### config.mk
export PLATFORM = sky130hd
export DESIGN_NAME = pipe_hazard_ctrl
export DESIGN_NICKNAME = d
export VERILOG_FILES = /design/src/rtl/y86_pkg.sv /design/src/rtl/haz_wdog.sv /design/src/rtl/pipe_hazard_ctrl.sv
export SDC_FILE = /design/constraint.sdc
export NUM_CORES = 1
export LEC_CHECK = 0
export CORE_AREA = 2 2 45 63
export DETAILED_ROUTE_END_ITERATION = 7
export DIE_AREA = 0 0 47 65
export PLACE_DENSITY = 0.79
export SLEW_MARGIN = 10
export SYNTH_ARGS = -nofsm -noshare
export SYNTH_HDL_FRONTEND = slang
export SYNTH_SLANG_ARGS = --single-unit
export TNS_END_PERCENT = 5
### constraint.sdc
create_clock -name clk -period 2.9 [get_ports clk]
set_input_delay 0.58 -clock clk [delete_from_list [all_inputs] [get_ports clk]]
set_output_delay 0.58 -clock clk [all_outputs]
set_load 0.005 [all_outputs]
### src/rtl/y86_pkg.sv
// Shared Y86-64 encodings used by the pipeline stage registers and control logic.
package y86_pkg;

    typedef enum logic [3:0] {
        HALT   = 4'h0,
        NOP    = 4'h1,
        RRMOVQ = 4'h2,
        IRMOVQ = 4'h3,
        RMMOVQ = 4'h4,
        MRMOVQ = 4'h5,
        OPQ    = 4'h6,
        JXX    = 4'h7,
        CALL   = 4'h8,
        RET    = 4'h9,
        PUSHQ  = 4'hA,
        POPQ   = 4'hB
    } icode_t;

    typedef enum logic [3:0] {
        AOK = 4'h1,
        HLT = 4'h2,
        ADR = 4'h3,
        INS = 4'h4,
        BUB = 4'h8
    } stat_t;

    typedef enum logic {
        RUN    = 1'b0,
        HALTED = 1'b1
    } run_state_t;

    localparam logic [3:0] RNONE = 4'hF;

    function automatic logic is_exc(input logic [3:0] s);
        return (s == HLT) || (s == ADR) || (s == INS);
    endfunction

endpackage

### src/rtl/haz_wdog.sv
// Stall watchdog: saturating count of consecutive stalled edges plus a sticky error flag.
module haz_wdog #(
    parameter int WDOG_MAX = 16
) (
    input  logic clk,
    input  logic rst,
    input  logic inc,
    input  logic clr,
    output logic wdog_err
);

    localparam logic [7:0] MAX = 8'(WDOG_MAX);

    logic [7:0] cnt;

    // The flag sets on the same edge that brings the count up to MAX.
    always_ff @(posedge clk or posedge rst) begin
        if (rst) begin
            cnt      <= 8'd0;
            wdog_err <= 1'b0;
        end else begin
            if (clr) begin
                cnt <= 8'd0;
            end else if (inc && (cnt != MAX)) begin
                cnt <= cnt + 8'd1;
            end
            if (inc && (cnt >= MAX - 8'd1)) begin
                wdog_err <= 1'b1;
            end
        end
    end

endmodule

### src/rtl/pipe_hazard_ctrl.sv
// Y86-64 pipeline hazard control, run/halt FSM and stall watchdog.
// Define HAZ_PERF_CNT_EN to add the cycle/retire/load-use/mispredict counters.
module pipe_hazard_ctrl
    import y86_pkg::*;
#(
    parameter int WDOG_MAX = 16
`ifdef HAZ_PERF_CNT_EN
   ,parameter int CNT_W    = 32
`endif
) (
    input  logic       clk,
    input  logic       rst,
    input  logic [3:0] D_icode,
    input  logic [3:0] d_srcA,
    input  logic [3:0] d_srcB,
    input  logic [3:0] E_icode,
    input  logic [3:0] E_dstM,
    input  logic       e_Cnd,
    input  logic [3:0] M_icode,
    input  logic [3:0] m_stat,
    input  logic [3:0] W_stat,
    input  logic [3:0] W_icode,
    output logic       F_stall,
    output logic       D_stall,
    output logic       D_bubble,
    output logic       E_bubble,
    output logic       M_bubble,
    output logic       W_stall,
    output logic       set_cc,
    output logic       halted,
    output logic [3:0] proc_stat,
    output logic       wdog_err
`ifdef HAZ_PERF_CNT_EN
   ,output logic [CNT_W-1:0] cyc_cnt,
    output logic [CNT_W-1:0] ret_cnt,
    output logic [CNT_W-1:0] lu_cnt,
    output logic [CNT_W-1:0] mp_cnt
`endif
);

    run_state_t state;
    logic       load_use;
    logic       ret_pend;
    logic       mispred;
    logic       m_exc;
    logic       w_exc;
    logic       unused_w_icode;

    assign load_use = ((E_icode == MRMOVQ) || (E_icode == POPQ)) &&
                      (E_dstM != RNONE) &&
                      ((E_dstM == d_srcA) || (E_dstM == d_srcB));
    assign ret_pend = (D_icode == RET) || (E_icode == RET) || (M_icode == RET);
    assign mispred  = (E_icode == JXX) && !e_Cnd;
    assign m_exc    = is_exc(m_stat);
    assign w_exc    = is_exc(W_stat);

    // W_icode is observed alongside W_stat but no control depends on it.
    assign unused_w_icode = ^W_icode;

    // Reset and HALTED force a flush/freeze pattern; load-use outranks a pending RET on D.
    always_comb begin
        F_stall  = 1'b0;
        D_stall  = 1'b0;
        D_bubble = 1'b1;
        E_bubble = 1'b1;
        M_bubble = 1'b1;
        W_stall  = 1'b0;
        set_cc   = 1'b0;
        if (!rst) begin
            if (state == HALTED) begin
                F_stall  = 1'b1;
                D_stall  = 1'b1;
                D_bubble = 1'b0;
                W_stall  = 1'b1;
            end else begin
                F_stall  = load_use | ret_pend;
                D_stall  = load_use;
                D_bubble = mispred | (!load_use & ret_pend);
                E_bubble = mispred | load_use;
                M_bubble = m_exc | w_exc;
                W_stall  = w_exc;
                set_cc   = (E_icode == OPQ) & !m_exc & !w_exc;
            end
        end
    end

    always_ff @(posedge clk or posedge rst) begin
        if (rst) begin
            state     <= RUN;
            halted    <= 1'b0;
            proc_stat <= AOK;
        end else if ((state == RUN) && w_exc) begin
            state     <= HALTED;
            halted    <= 1'b1;
            proc_stat <= W_stat;
        end
    end

    haz_wdog #(
        .WDOG_MAX (WDOG_MAX)
    ) u_wdog (
        .clk      (clk),
        .rst      (rst),
        .inc      (F_stall && (state == RUN)),
        .clr      (!F_stall),
        .wdog_err (wdog_err)
    );

`ifdef HAZ_PERF_CNT_EN
    // Counters advance only while running, so the halting edge is the last one counted.
    always_ff @(posedge clk or posedge rst) begin
        if (rst) begin
            cyc_cnt <= '0;
            ret_cnt <= '0;
            lu_cnt  <= '0;
            mp_cnt  <= '0;
        end else if (state == RUN) begin
            cyc_cnt <= cyc_cnt + 1'b1;
            if (W_stat == AOK) ret_cnt <= ret_cnt + 1'b1;
            if (load_use)      lu_cnt  <= lu_cnt + 1'b1;
            if (mispred)       mp_cnt  <= mp_cnt + 1'b1;
        end
    end
`endif

endmodule
# Word-level counts from Yosys, hierarchy flattened
# Index checks and enable logic that the tools add are counted.
[word_totals]
regBits = 14
input_bits = 39
output_inout_bits = 13
[classes]
n_addsub = 1
magnitude_cmp = 1
eq_ne = 18
mux = 16
bitwise_logic = 8
reduce_logical = 19
[op_table]
columns = ["cell", "n"]
rows = [
  ["equality test 4 x 3 -> 1 bit (second input constant)", 5],
  ["equality test 4 x 2 -> 1 bit (second input constant)", 4],
  ["equality test 4 bit (second input constant)", 4],
  ["2-to-1 mux 8 bit", 2],
  ["2-to-1 mux 1 bit", 14],
  ["adder 8 x 1 -> 8 bit (second input constant)", 1],
  ["equality test 4 bit", 2],
  ["greater-or-equal comparator 8 x 4 -> 1 bit (second input constant)", 1],
  ["logical OR 1 bit", 8],
  ["inequality test 8 x 5 -> 1 bit (second input constant)", 1],
  ["logical AND 1 bit", 7],
  ["zero test 1 bit", 4],
  ["inequality test 4 bit (second input constant)", 1],
  ["OR 1 bit", 4],
  ["bitwise AND 1 bit", 3],
  ["inequality test 2 x 1 -> 1 bit (second input constant)", 1],
  ["inverter 1 bit", 1],
]

# Depth between registers and ports, before layout
[depth]
depth_word = 11
depth_mapped = 8

# By module
# A second synthesis with hierarchy kept.
[unflattened]
cells_unflattened = 109
hier_area_um2 = 1031.0
[by_module_without_submodules]
columns = ["mod", "n_inst", "cells_each", "area_per_inst_um2", "seq_area_each_um2"]
rows = [
  ["pipe_hazard_ctrl", 1, 56, 533.0, 126.4],
  ["haz_wdog", 1, 53, 498.0, 225.2],
]

# Worst setup path before layout
# OpenSTA, ideal clock, no wires.
[synth_path]
path_type = "input to output"
startpoint = "in W_stat[2]"
endpoint = "out set_cc"
t_arrival_ns = 1.513
required_ns = 2.320
slack_ns = 0.807
stages = 4
path_buffers = 0
cell_sequence = "mux2i_1 -> o21bai_1 -> or3_1 -> nor4_1"
[synth_via]
elab_chain_cells = 7
[synth_lines]
columns = ["element", "line_no", "text"]
rows = [
  ["from (decl)", "pipe_hazard_ctrl.sv:21", "input logic [3:0] W_stat,"],
  ["equality test 4 x 2 -> 1 bit", "y86_pkg.sv:35", "return (s == HLT) || (s == ADR) || (s == INS);"],
  ["logical OR 1 bit", "y86_pkg.sv:35", ""],
  ["logical OR 1 bit (*)", "y86_pkg.sv:35", ""],
  ["zero test 1 bit (*)", "pipe_hazard_ctrl.sv:82", "set_cc = (E_icode == OPQ) & !m_exc & !w_exc;"],
  ["bitwise AND 1 bit (*)", "pipe_hazard_ctrl.sv:82", ""],
  ["2-to-1 mux 1 bit (*)", "pipe_hazard_ctrl.sv:70", "if (state == HALTED) begin"],
  ["2-to-1 mux 1 bit (*)", "pipe_hazard_ctrl.sv:69", "if (!rst) begin"],
  ["to (decl)", "pipe_hazard_ctrl.sv:29", "output logic set_cc,"],
]
# Every way passes the cells marked *; elsewhere a longest branch is shown, timed or not.

# Worst setup path after layout
[layout_path]
startpoint = "in d_srcA[2]"
endpoint = "out D_stall"
[layout_via]
elab_chain_cells = 5
[layout_lines]
columns = ["element", "line_no", "text"]
rows = [
  ["from (decl)", "pipe_hazard_ctrl.sv:14", "input logic [3:0] d_srcA,"],
  ["equality test 4 bit", "pipe_hazard_ctrl.sv:51", "((E_dstM == d_srcA) || (E_dstM == d_srcB));"],
  ["logical OR 1 bit", "pipe_hazard_ctrl.sv:51", ""],
  ["logical AND 1 bit", "pipe_hazard_ctrl.sv:50", "(E_dstM != RNONE) &&"],
  ["2-to-1 mux 1 bit", "pipe_hazard_ctrl.sv:70", ""],
  ["2-to-1 mux 1 bit", "pipe_hazard_ctrl.sv:69", ""],
  ["to (decl)", "pipe_hazard_ctrl.sv:24", "output logic D_stall,"],
]
# Every way passes these cells.

==> summary.md <==
| Metric | Value |
|---|---|
| Via total after detailed routing | `1023` |
| Post-CTS repair timing setup buffer count | `0` |
| Hold slack final | `0.4760 ns` |
| Synthesis Warnings | `0` |
| Cell Area, Synth | `988.4 µm²` |
| Area growth, synth to finish | `63.67%` |
| Standby leakage power | `0.6856 nW` |
| Final Skew | `0.0002515 ns` |
| Total length of routed met2 wires | `1365 µm` |
| Final clock period utilization by the worst path | `1.009` |
| Leading area contributor after synthesis | `sky130_fd_sc_hd__dfrtp_1` |
| Critical path peak fanout | `2` |
| Cell with the most instances after synthesis | `sky130_fd_sc_hd__dfrtp_1` |
| CTS clk-pin slew, worst paths | `0.08 ns` |
| Root buf cell | `sky130_fd_sc_hd__clkbuf_4` |
| Final setup TNS | `-0.02526 ns` |
| Failing checks | `negative setup slack` |
| Number of global-route vias before repair | `1050` |
| Top cells by area in the synthesized netlist | `sky130_fd_sc_hd__dfrtp_1, sky130_fd_sc_hd__xor2_1, sky130_fd_sc_hd__nor2_1, sky130_fd_sc_hd__o31ai_2, sky130_fd_sc_hd__nand3_1` |
| Clock buffer count from CTS | `3` |
| Crit path cell chain | `clkdlybuf4s50_1, xor2_1, nor4_2, o21a_2, nor2_1, nor2_1, clkdlybuf4s50_1` |
| Level count of the clock H-tree | `1` |
| Number of buffers between clock root and the deepest sink | `2` |
| Instance count of the mapped netlist | `105` |
| I/O pins | `52` |
| Maxcap violations | `0` |
| Class of the worst hold path | `reg2reg` |
| Critical path data required time | `2.32 ns` |
| Number of distinct standard cells referenced by the synthesized netlist | `38` |
| Number of DRC violations after detailed routing | `0` |
| Remaining Overflow, GRT | `0` |
| Worst Setup Start Kind | `primary input` |
| Pre-CTS setup slack | `-0.2679 ns` |
| Number of antenna violations at the first check in global routing | `0` |
| CTS tree | `yes` |
| Count of state elements after synthesis | `14` |
| Post-placement cell area | `1568 µm²` |
| Count of final max-slew check failures | `0` |
| Starting Density | `0.3903` |
| Biggest cell delay along the critical path | `0.51 ns` |
| Number of nets in the final layout | `206` |
| Area of the core region | `2532 µm²` |
| N_diodes | `0` |
| Cell Count, Final, Fillers Out | `200` |
| Routability cong. | `0.8375` |
| Number of sinks driven by the clock tree | `14` |
| Vertical die dimension | `65 µm` |
| Wire length of the first global-routing pass | `4291 µm` |
| Highest-delay cell along the critical path | `sky130_fd_sc_hd__clkdlybuf4s50_1` |
| IO buf count | `47` |
| Fraction of the yosys area taken by sequential cells | `0.3557` |
| Area fraction of the dominant cell type after synthesis | `0.3291` |
| Count of TritonRoute iterations in the first routing pass | `4` |
| WL met1 | `871 µm` |
| Kind of capture point of the worst setup path | `output port` |
| Synth async-reset ratio | `1.000` |
| Total wirelength of the detailed-routed design | `2458 µm` |
| Clk_lat worst skew | `0.27 ns` |
| Highest ir drop seen on vdd | `0.0001827 V` |
| Post-detailed-route count of antenna-violating nets | `0` |
| Outcome | `complete, but fails checks` |
| Met3 routed WL | `185 µm` |
| Global router's overall resource usage | `0.1925` |
| Inst Count DP | `196` |
| Number of nets in the synthesized netlist | `146` |
| Count of flip-flops with a built-in enable after synthesis | `0` |
| DIE AREA | `3055 µm²` |
| Total count of hold-check failures in the final report | `0` |
| Post-route standard cell area excluding fillers | `1618 µm²` |
| Mean instance size in the synthesized netlist | `9.414 µm²` |
| RSZ-0062 raised after global routing | `true` |
| Max Fclk | `341.9 MHz` |
| Post-detailed-route wirelength per cell | `12.29 µm` |
| Fraction of layout instances using a drive strength above 1 | `0.1829` |
| Num rows | `22` |
| Pin count of the biggest net entering global routing | `16` |
| Worst setup path class | `in2out` |
| Die W | `47 µm` |
| Most instantiated flip-flop cell in the synthesis netlist | `sky130_fd_sc_hd__dfrtp_1` |
| Worst Path Buf+Inv | `2` |
| Arrival time reported for the critical path endpoint | `2.35 ns` |
| Finish-stage setup viols | `1` |
| Via density per instance | `5.115` |
| Post-synth top cells | `sky130_fd_sc_hd__dfrtp_1, sky130_fd_sc_hd__nor2_1, sky130_fd_sc_hd__nand2_1, sky130_fd_sc_hd__xor2_1, sky130_fd_sc_hd__nand3_1` |
| DP Wirelength | `2082 µm` |
| Top sig layer | `met4` |
| Cell area power density | `296.9 nW/µm²` |
| Measured slew at the worst slew-check pin | `0.3318 ns` |
| Minimum clock period after layout | `2.925 ns` |
| Total power after layout | `0.4803 mW` |
| DRT iter0 DRCs | `16` |
| Final Core Density | `0.6388` |
| Relative max-transition margin | `0.7757` |
| CP delay by family, top | `buffers and inverters` |
| Fin worst setup slack | `-0.02526 ns` |
cell usage in the layout (no fill, tap or decap), drive strengths merged, types with 3 or more instances in the layout:
cell / Yosys / layout
dlymetal6s2s: 0 / 4
nand3: 7 / 7
nand2: 8 / 8
nor4: 3 / 3
dfrtp: 13 / 13
o211ai: 6 / 6
o21ai: 4 / 4
o31ai: 3 / 3
clkbuf: 1 / 4
clkdlybuf4s50: 0 / 38
dlygate4sd2: 0 / 5
inv: 4 / 4
buf: 1 / 10
xor2: 8 / 8
nor2: 11 / 11
or3: 5 / 5
nor4bb: 3 / 3
worst paths after layout:
kind / start / to / slack (ns) / depth (start not counted)
max: d_srcA[2] / D_stall / -0.03 / 7
max reg2reg: u_wdog.cnt[0] / u_wdog.cnt[7] / 1.11 / 7
min: u_wdog.wdog_err / u_wdog.wdog_err / 0.48 / 1
min in group asynchronous: rst / u_wdog.wdog_err / 0.88 / 4
min reg2reg: u_wdog.wdog_err / u_wdog.wdog_err / 0.48 / 1
max in group asynchronous: rst / proc_stat[0] / 1.78 / 4
final cells by class:
class,count,area [µm²]
Clock buffer,4,36.28
Fill cell,224,914.6
Inverter,4,15.01
Multi-Input combinational cell,85,620.6
Sequential cell,14,351.6
Tap cell,36,45.04
Timing Repair Buffer,57,549.3
power by group:
part | switching [mW] | internal (mW) | leakage, nW
logic | 0.0449 | 0.0861 | 0.480
clock network | 0.0606 | 0.0763 | 0.0210
registers | 0.00460 | 0.208 | 0.184
total | 0.110 | 0.370 | 0.686
state kept, by name (all words and copies together), names as in the netlist:
| name | flops |
|---|---|
| proc_stat | 4 |
| u_wdog.wdog_err | 1 |
| u_wdog.cnt | 8 |
| state | 1 |
cells by family (layout without fill, tap and decap cells):
family                     Yosys count  count (layout)  share of synthesized area
AOI/OAI and AO/OA                   22              22                     0.1937
xor gates and xnor gates             8               8                    0.07089
adders and majority gates            2               2                    0.02531
buffers and inverters                6              65                    0.02658
DFF                                 14              14                     0.3557
muxes                                4               4                    0.04304
and+or+nand+nor                     49              49                     0.2848
routing by layer:
layer | vias to the layer above | GRT usage
met4 | 0 | 0.08681
met3 | 4 | 0.06128
met5 | - | 0
li1 | 506 | -
met1 | 474 | 0.1883
met2 | 39 | 0.3442
what timing repair did:
item | 4_1_cts | 5_1_grt
endpoints found under the setup margin | 5 | 6
gates resized for setup | 6 | 5
hold buffers | 0 | 0
pin swaps | 1 | 2
Power figures use the tool's default switching activity.
